### config.mk
export PLATFORM = sky130hd
export DESIGN_NAME = rx_lp_ctrl_fsm
export DESIGN_NICKNAME = d
export VERILOG_FILES = /design/src/rtl/rx_lp_ctrl_fsm.sv
export SDC_FILE = /design/constraint.sdc
export NUM_CORES = 1
export LEC_CHECK = 0
export ABC_AREA = 1
export CORE_ASPECT_RATIO = 0.8
export CORE_MARGIN = 3
export CORE_UTILIZATION = 25
export CTS_BUF_LIST = sky130_fd_sc_hd__clkbuf_4 sky130_fd_sc_hd__clkbuf_8 sky130_fd_sc_hd__clkbuf_16
export CTS_CLUSTER_DIAMETER = 150
export DETAILED_ROUTE_END_ITERATION = 10
export PLACE_DENSITY = 0.53
export SLEW_MARGIN = 20
export SYNTH_ARGS = -nofsm -noshare
export SYNTH_HDL_FRONTEND = slang
export SYNTH_SLANG_ARGS = --single-unit
### constraint.sdc
create_clock -name clk -period 3.2 [get_ports clk]
set_input_delay 0.64 -clock clk [delete_from_list [all_inputs] [get_ports clk]]
set_output_delay 0.64 -clock clk [all_outputs]
set_load 0.02 [all_outputs]
### src/rtl/rx_lp_ctrl_fsm.sv
// rx_lp_ctrl_fsm: LP-mode control state machine behind the C-PHY LP control decoder.
// Drives the decoder enable and glitch-filters its 2-bit code. It walks the HS entry
// and LP request / yield / turnaround sequences, hands the lane to the HS receiver
// and pulses on protocol errors.
module rx_lp_ctrl_fsm #(
    parameter int unsigned FILTER_CYCLES = 2,
    parameter int unsigned SETTLE_CYCLES = 8,
    parameter int unsigned CNT_W         = 4
) (
    input  logic       clk,
    input  logic       rst,
    input  logic       RxEnable,
    input  logic [1:0] CtrlDecoderOut,
    input  logic       HsRxDone,
    output logic       CtrlDecoderEn,
    output logic       HsRxEn,
    output logic       StopState,
    output logic       TurnReq,
    output logic       ErrCtrl,
    output logic [2:0] RxState
);

    typedef enum logic [2:0] {
        StStop     = 3'd0,
        StHsRqst   = 3'd1,
        StHsSettle = 3'd2,
        StHsActive = 3'd3,
        StLpRqst   = 3'd4,
        StLpYield  = 3'd5,
        StTaRqst   = 3'd6,
        StWaitStop = 3'd7
    } state_e;

    localparam logic [1:0] CodeStop   = 2'b00;
    localparam logic [1:0] CodeHsRqst = 2'b01;
    localparam logic [1:0] CodeBridge = 2'b10;
    localparam logic [1:0] CodeLpRqst = 2'b11;

    localparam logic [CNT_W-1:0] FiltTarget = CNT_W'(FILTER_CYCLES);
    localparam logic [CNT_W-1:0] SettleLast = CNT_W'(SETTLE_CYCLES - 1);
    localparam logic [CNT_W-1:0] CntOne     = CNT_W'(1);

    // Glitch filter state
    logic [1:0]       last_q, last_d;
    logic [CNT_W-1:0] fcnt_q, fcnt_d;
    logic             acc_vld_q, acc_vld_d;
    logic [1:0]       acc_q, acc_d;
    logic             evt_q, evt_d;
    logic [1:0]       evt_code_q, evt_code_d;

    // FSM state and settle timer
    state_e           state_q, state_d;
    logic [CNT_W-1:0] scnt_q, scnt_d;

    // Registered outputs
    logic       dec_en_q, dec_en_d;
    logic       hs_en_q, hs_en_d;
    logic       stop_q, stop_d;
    logic       turn_q, turn_d;
    logic       err_q, err_d;
    logic [2:0] rxstate_q, rxstate_d;

    assign CtrlDecoderEn = dec_en_q;
    assign HsRxEn        = hs_en_q;
    assign StopState     = stop_q;
    assign TurnReq       = turn_q;
    assign ErrCtrl       = err_q;
    assign RxState       = rxstate_q;

    // Filter next state: only samples taken while the decoder was already enabled count
    always_comb begin
        last_d     = last_q;
        fcnt_d     = fcnt_q;
        acc_vld_d  = acc_vld_q;
        acc_d      = acc_q;
        evt_d      = 1'b0;
        evt_code_d = evt_code_q;
        if (!RxEnable || !dec_en_q) begin
            // Disabled decoder reads 00; forget everything so the next 00 is fresh
            last_d    = CodeStop;
            fcnt_d    = '0;
            acc_vld_d = 1'b0;
            acc_d     = CodeStop;
        end else begin
            last_d = CtrlDecoderOut;
            if ((fcnt_q != '0) && (CtrlDecoderOut == last_q)) begin
                if (fcnt_q < FiltTarget) begin
                    fcnt_d = fcnt_q + CntOne;
                end
            end else begin
                fcnt_d = CntOne;
            end
            if ((fcnt_d >= FiltTarget) && (!acc_vld_q || (acc_q != CtrlDecoderOut))) begin
                acc_vld_d  = 1'b1;
                acc_d      = CtrlDecoderOut;
                evt_d      = 1'b1;
                evt_code_d = CtrlDecoderOut;
            end
        end
    end

    // Filter registers
    always_ff @(posedge clk or posedge rst) begin
        if (rst) begin
            last_q     <= CodeStop;
            fcnt_q     <= '0;
            acc_vld_q  <= 1'b0;
            acc_q      <= CodeStop;
            evt_q      <= 1'b0;
            evt_code_q <= CodeStop;
        end else begin
            last_q     <= last_d;
            fcnt_q     <= fcnt_d;
            acc_vld_q  <= acc_vld_d;
            acc_q      <= acc_d;
            evt_q      <= evt_d;
            evt_code_q <= evt_code_d;
        end
    end

    // FSM state register
    always_ff @(posedge clk or posedge rst) begin
        if (rst) begin
            state_q <= StWaitStop;
            scnt_q  <= '0;
        end else begin
            state_q <= state_d;
            scnt_q  <= scnt_d;
        end
    end

    // FSM next state; later assignments take priority over earlier ones
    always_comb begin
        state_d = state_q;
        scnt_d  = '0;
        turn_d  = 1'b0;
        err_d   = 1'b0;

        // Settle timer only runs inside HS_SETTLE, so it is zero on entry
        if (state_q == StHsSettle) begin
            scnt_d = scnt_q + CntOne;
            if (scnt_q == SettleLast) begin
                state_d = StHsActive;
            end
        end

        if (evt_q && (state_q != StHsActive)) begin
            unique case (state_q)
                StStop: begin
                    case (evt_code_q)
                        CodeHsRqst: state_d = StHsRqst;
                        CodeLpRqst: state_d = StLpRqst;
                        CodeBridge: begin
                            state_d = StWaitStop;
                            err_d   = 1'b1;
                        end
                        default: ;
                    endcase
                end
                StHsRqst: begin
                    case (evt_code_q)
                        CodeBridge: state_d = StHsSettle;
                        CodeLpRqst: begin
                            state_d = StWaitStop;
                            err_d   = 1'b1;
                        end
                        default: ;
                    endcase
                end
                StHsSettle: begin
                    if ((evt_code_q == CodeHsRqst) || (evt_code_q == CodeLpRqst)) begin
                        state_d = StWaitStop;
                        err_d   = 1'b1;
                    end
                end
                StLpRqst: begin
                    case (evt_code_q)
                        CodeBridge: state_d = StLpYield;
                        CodeHsRqst: begin
                            state_d = StWaitStop;
                            err_d   = 1'b1;
                        end
                        default: ;
                    endcase
                end
                StLpYield: begin
                    case (evt_code_q)
                        CodeLpRqst: state_d = StTaRqst;
                        CodeHsRqst: begin
                            state_d = StWaitStop;
                            err_d   = 1'b1;
                        end
                        default: ;
                    endcase
                end
                StTaRqst: begin
                    case (evt_code_q)
                        CodeBridge: begin
                            state_d = StWaitStop;
                            turn_d  = 1'b1;
                        end
                        CodeHsRqst: begin
                            state_d = StWaitStop;
                            err_d   = 1'b1;
                        end
                        default: ;
                    endcase
                end
                // WAIT_STOP only leaves on a stop code; HS_ACTIVE is excluded above
                default: ;
            endcase
            // Stop wins over every other event and over settle expiry
            if (evt_code_q == CodeStop) begin
                state_d = StStop;
                turn_d  = 1'b0;
                err_d   = 1'b0;
            end
        end

        if ((state_q == StHsActive) && HsRxDone) begin
            state_d = StWaitStop;
        end

        if (!RxEnable) begin
            state_d = StWaitStop;
            turn_d  = 1'b0;
            err_d   = 1'b0;
        end
    end

    // Output next values derived from the next state so outputs track it with no lag
    always_comb begin
        dec_en_d  = RxEnable && (state_d != StHsActive);
        hs_en_d   = RxEnable && (state_d == StHsActive);
        stop_d    = (state_d == StStop);
        rxstate_d = state_d;
    end

    // Output registers; RxState reads 0 under reset and shows WAIT_STOP after the first edge
    always_ff @(posedge clk or posedge rst) begin
        if (rst) begin
            dec_en_q  <= 1'b0;
            hs_en_q   <= 1'b0;
            stop_q    <= 1'b0;
            turn_q    <= 1'b0;
            err_q     <= 1'b0;
            rxstate_q <= 3'd0;
        end else begin
            dec_en_q  <= dec_en_d;
            hs_en_q   <= hs_en_d;
            stop_q    <= stop_d;
            turn_q    <= turn_d;
            err_q     <= err_d;
            rxstate_q <= rxstate_d;
        end
    end

endmodule

==> run_results.csv <==
group,metric,value,unit
status,status,"completed",
synth,ys_async_sr_fraction,100,%
finish,final_cells,276,
timing,fmax,527,MHz
finish,fill_cells,604,
power,clockPowerShare,31.5,%
min_path,hp-class,"flop to flop",
placed_design,dp_cells,272,
clock_tree,post_cts_resized,0,
die,core_area,5500,sq um
power,p_per_area,353,nW/um^2
clock_tree,cts_tree,"built",
clock_tree,clk_latency,270,ps
clock_tree,root_buffer,"clkbuf_8",
clock_tree,cts.sinks,27,
synth,synth.distinct_cells,24,
synth,yosysTopAreaCellShare,41.8,%
clock_tree,ctsHoldBuffers,0,
route,via_count,1127,
clock_tree,post_cts_buffers,0,
timing,finalCriticalPeriod,1900,ps
route,drt_iter0_drc,90,
die,die-area,6700,sq um
global_routing,grt_pass1_vias,1040,
clock_tree,cts_buffers,3,
synth,synth_cells,182,
global_routing,gr-usage-all-layers,8.82,%
worst_setup_path,cp_cell_sequence,"clkdlybuf4s50_1",
finish,fin_nets,213,
power,p_sw,0.146,mW
route,drtPass1Iterations,4,
timing,relSlewSlack,74.1,%
finish,layout-drive-gt1-share,10.6,%
worst_setup_path,start_kind,"flop",
global_routing,grt_max_degree,28,
synth,avgSynthCellArea,7.89,sq um
timing,setup_viol,0,
worst_setup_path,required,2560,ps
placed_design,hpwl,2090,microns
global_routing,grt_pass1_wl,4710,microns
worst_setup_path,crit_path_max_fanout,2,
timing,fin_skew,0.792,ps
finish,diodes,0,
die,std_cell_rows,24,
clock_tree,cts.htree.levels,1,
power,swShare,24.2,%
timing,finalCritPeriodShare,59.3,%
die,die_w,90.7,microns
synth,synth.most_common_cell,"nand2_1",
worst_setup_path,max_stage_delay,610,ps
synth,synth_common_cells,"nand2_1 (44), inv_1 (25), dfrtp_1 (24), nor2_1 (24), nand3_1 (20)",
power,seq_power_share,58.6,%
finish,syn2layout_area_growth,18.9,%
clock_tree,cts_max_path_buffers,2,
die,die_y,73.8,microns
power,p_int,0.456,mW
worst_setup_path,path_buf_inv,1,
job,maxCapViolations,0,
clock_tree,path_clk_slew,90,ps
placed_design,routabilityCongestion,0.804,
synth,synth_seq_cells,27,
route,wl_per_cell,9.89,microns
synth,synth_fp_nets,196,
route,routed_wl,2730,microns
worst_setup_path,crit_path_end_kind,"primary output",
worst_setup_path,crit_family,"buffers and inverters",
timing,rsz0062_at_grt,"no",
die,initial_core_util,26.1,%
synth,ys_seq_area_share,47.3,%
synth,synth.cell_area,1440,sq um
power,leakagePower,0.826,nW
global_routing,antenna_found_initial,0,
power,vdd_drop_max,0.000126,V
worst_setup_path,critical_path_class,"flop to primary output",
route,vias_per_cell,4.08,
timing,finalHoldViolCount,0,
route,drc,0,
synth,synth.largest_area_cell,"dfrtp_1",
timing,drv_slew,0,
global_routing,grt_overflow,0,
route,final_antenna_net_count,0,
worst_setup_path,slowest_stage,"clkdlybuf4s50_1",
synth,synth.top_cells.by_area,"dfrtp_1 (42%), nand2_1 (11%), ha_1 (7.0%)",
timing,worst_pin_slew,386,ps
synth,synth_warnings,0,
placed_design,io_buffers,13,
die,boundaryPins,14,
worst_setup_path,cp.arrival,1260,ps
synth,ys.flop_type,"dfrtp_1",
synth,synth_edf_count,0,
power,comb_power_share,9.8,%
timing,fin_tns_setup,0,ps
## layer usage
layer	track usage [%]	vias to the layer above	share of wire, %
li1	-	606	-
met1	12.3	501	52
met2	13.0	18	42
met3	3.28	2	4.9
met4	2.04	0	0.62
met5	0	-	0
## cell families (layout without fill, tap and decap cells)
logic type,count (synthesis),count (layout),synth area share (%)
fa+ha+maj,8,8,6.97
buf+inv,30,46,8.01
compound gates,15,15,6.19
flops,27,27,47.3
xor+xnor,3,3,1.83
simple gates,99,99,29.7
## power by group through the flow
stage / combinational (mW) / clock (mW) / sequential, mW
2_1_floorplan: 0.0386 / 0 / 0.359
3_3_place_gp: 0.0595 / 0 / 0.360
3_5_place_dp: 0.0602 / 0 / 0.360
4_1_cts: 0.0605 / 0.200 / 0.353
5_1_grt: 0.0693 / 0.214 / 0.354
6_report: 0.0592 / 0.190 / 0.353
## cell type report
cell class / instances / area, sq um / share of cell area, %
multi-input combinational: 125 / 642 / 37.6
timing repair buffer: 14 / 138 / 8.06
clock buffer: 3 / 41.3 / 2.42
inverter: 28 / 105 / 6.15
sequential: 27 / 679 / 39.8
clock inverter: 1 / 5.00 / 0.293
tap: 78 / 97.6 / 5.71
## cell usage in the layout, fill, tap and decap left out
cell / n
a21oi_1: 8
a21oi_2: 1
a31oi_1: 1
a41oi_1: 1
buf_4: 1
clkbuf_8: 3
clkdlybuf4s50_1: 13
clkinv_2: 1
dfrtp_1: 24
dfstp_2: 3
ha_1: 8
inv_1: 25
inv_2: 3
nand2_1: 44
nand2_2: 4
nand3_1: 20
nand4_1: 1
nor2_1: 24
nor2_2: 3
nor3_1: 1
nor3_2: 1
nor4_1: 1
o21ai_0: 2
o21ai_2: 1
o22ai_1: 1
xnor2_1: 2
xor2_1: 1
## per-stage QoR
stage / util [%] / power (mW) / worst slack (ps) / hold WS [ps] / cell area [sq um]
3_5_place_dp: 30.2 / 0.420 / 1020 / 454 / 1660
4_1_cts: 31.1 / 0.614 / 1300 / 467 / 1710
6_report: 31.1 / 0.602 / 1300 / 462 / 1710
5_1_grt: 31.1 / 0.638 / 1190 / 485 / 1710
2_1_floorplan: - / 0.398 / 1720 / 431 / 1440
3_3_place_gp: 30.2 / 0.420 / 1130 / 453 / 1660
## registers in the layout, indices dropped and copies added (netlist names), 2 cells and up
signal and cells:
scnt_q 4, last_q 2, acc_q 2, RxState 3, state_q 3, evt_code_q 2
fcnt_q 4
## worst paths after layout
kind                          startpoint       endpoint  cells past startpoint  slack (ps)
setup / recovery           CtrlDecoderEn  CtrlDecoderEn                      1        1300
hold / removal                 scnt_q[0]      scnt_q[0]                      1         460
setup reg to reg               fcnt_q[0]  evt_code_q[0]                     10        1520
hold reg to reg                scnt_q[0]      scnt_q[0]                      1         460
max in group asynchronous            rst     state_q[1]                      3        2190
min in group asynchronous            rst      fcnt_q[2]                      3         720
Power figures use the tool's default switching activity.
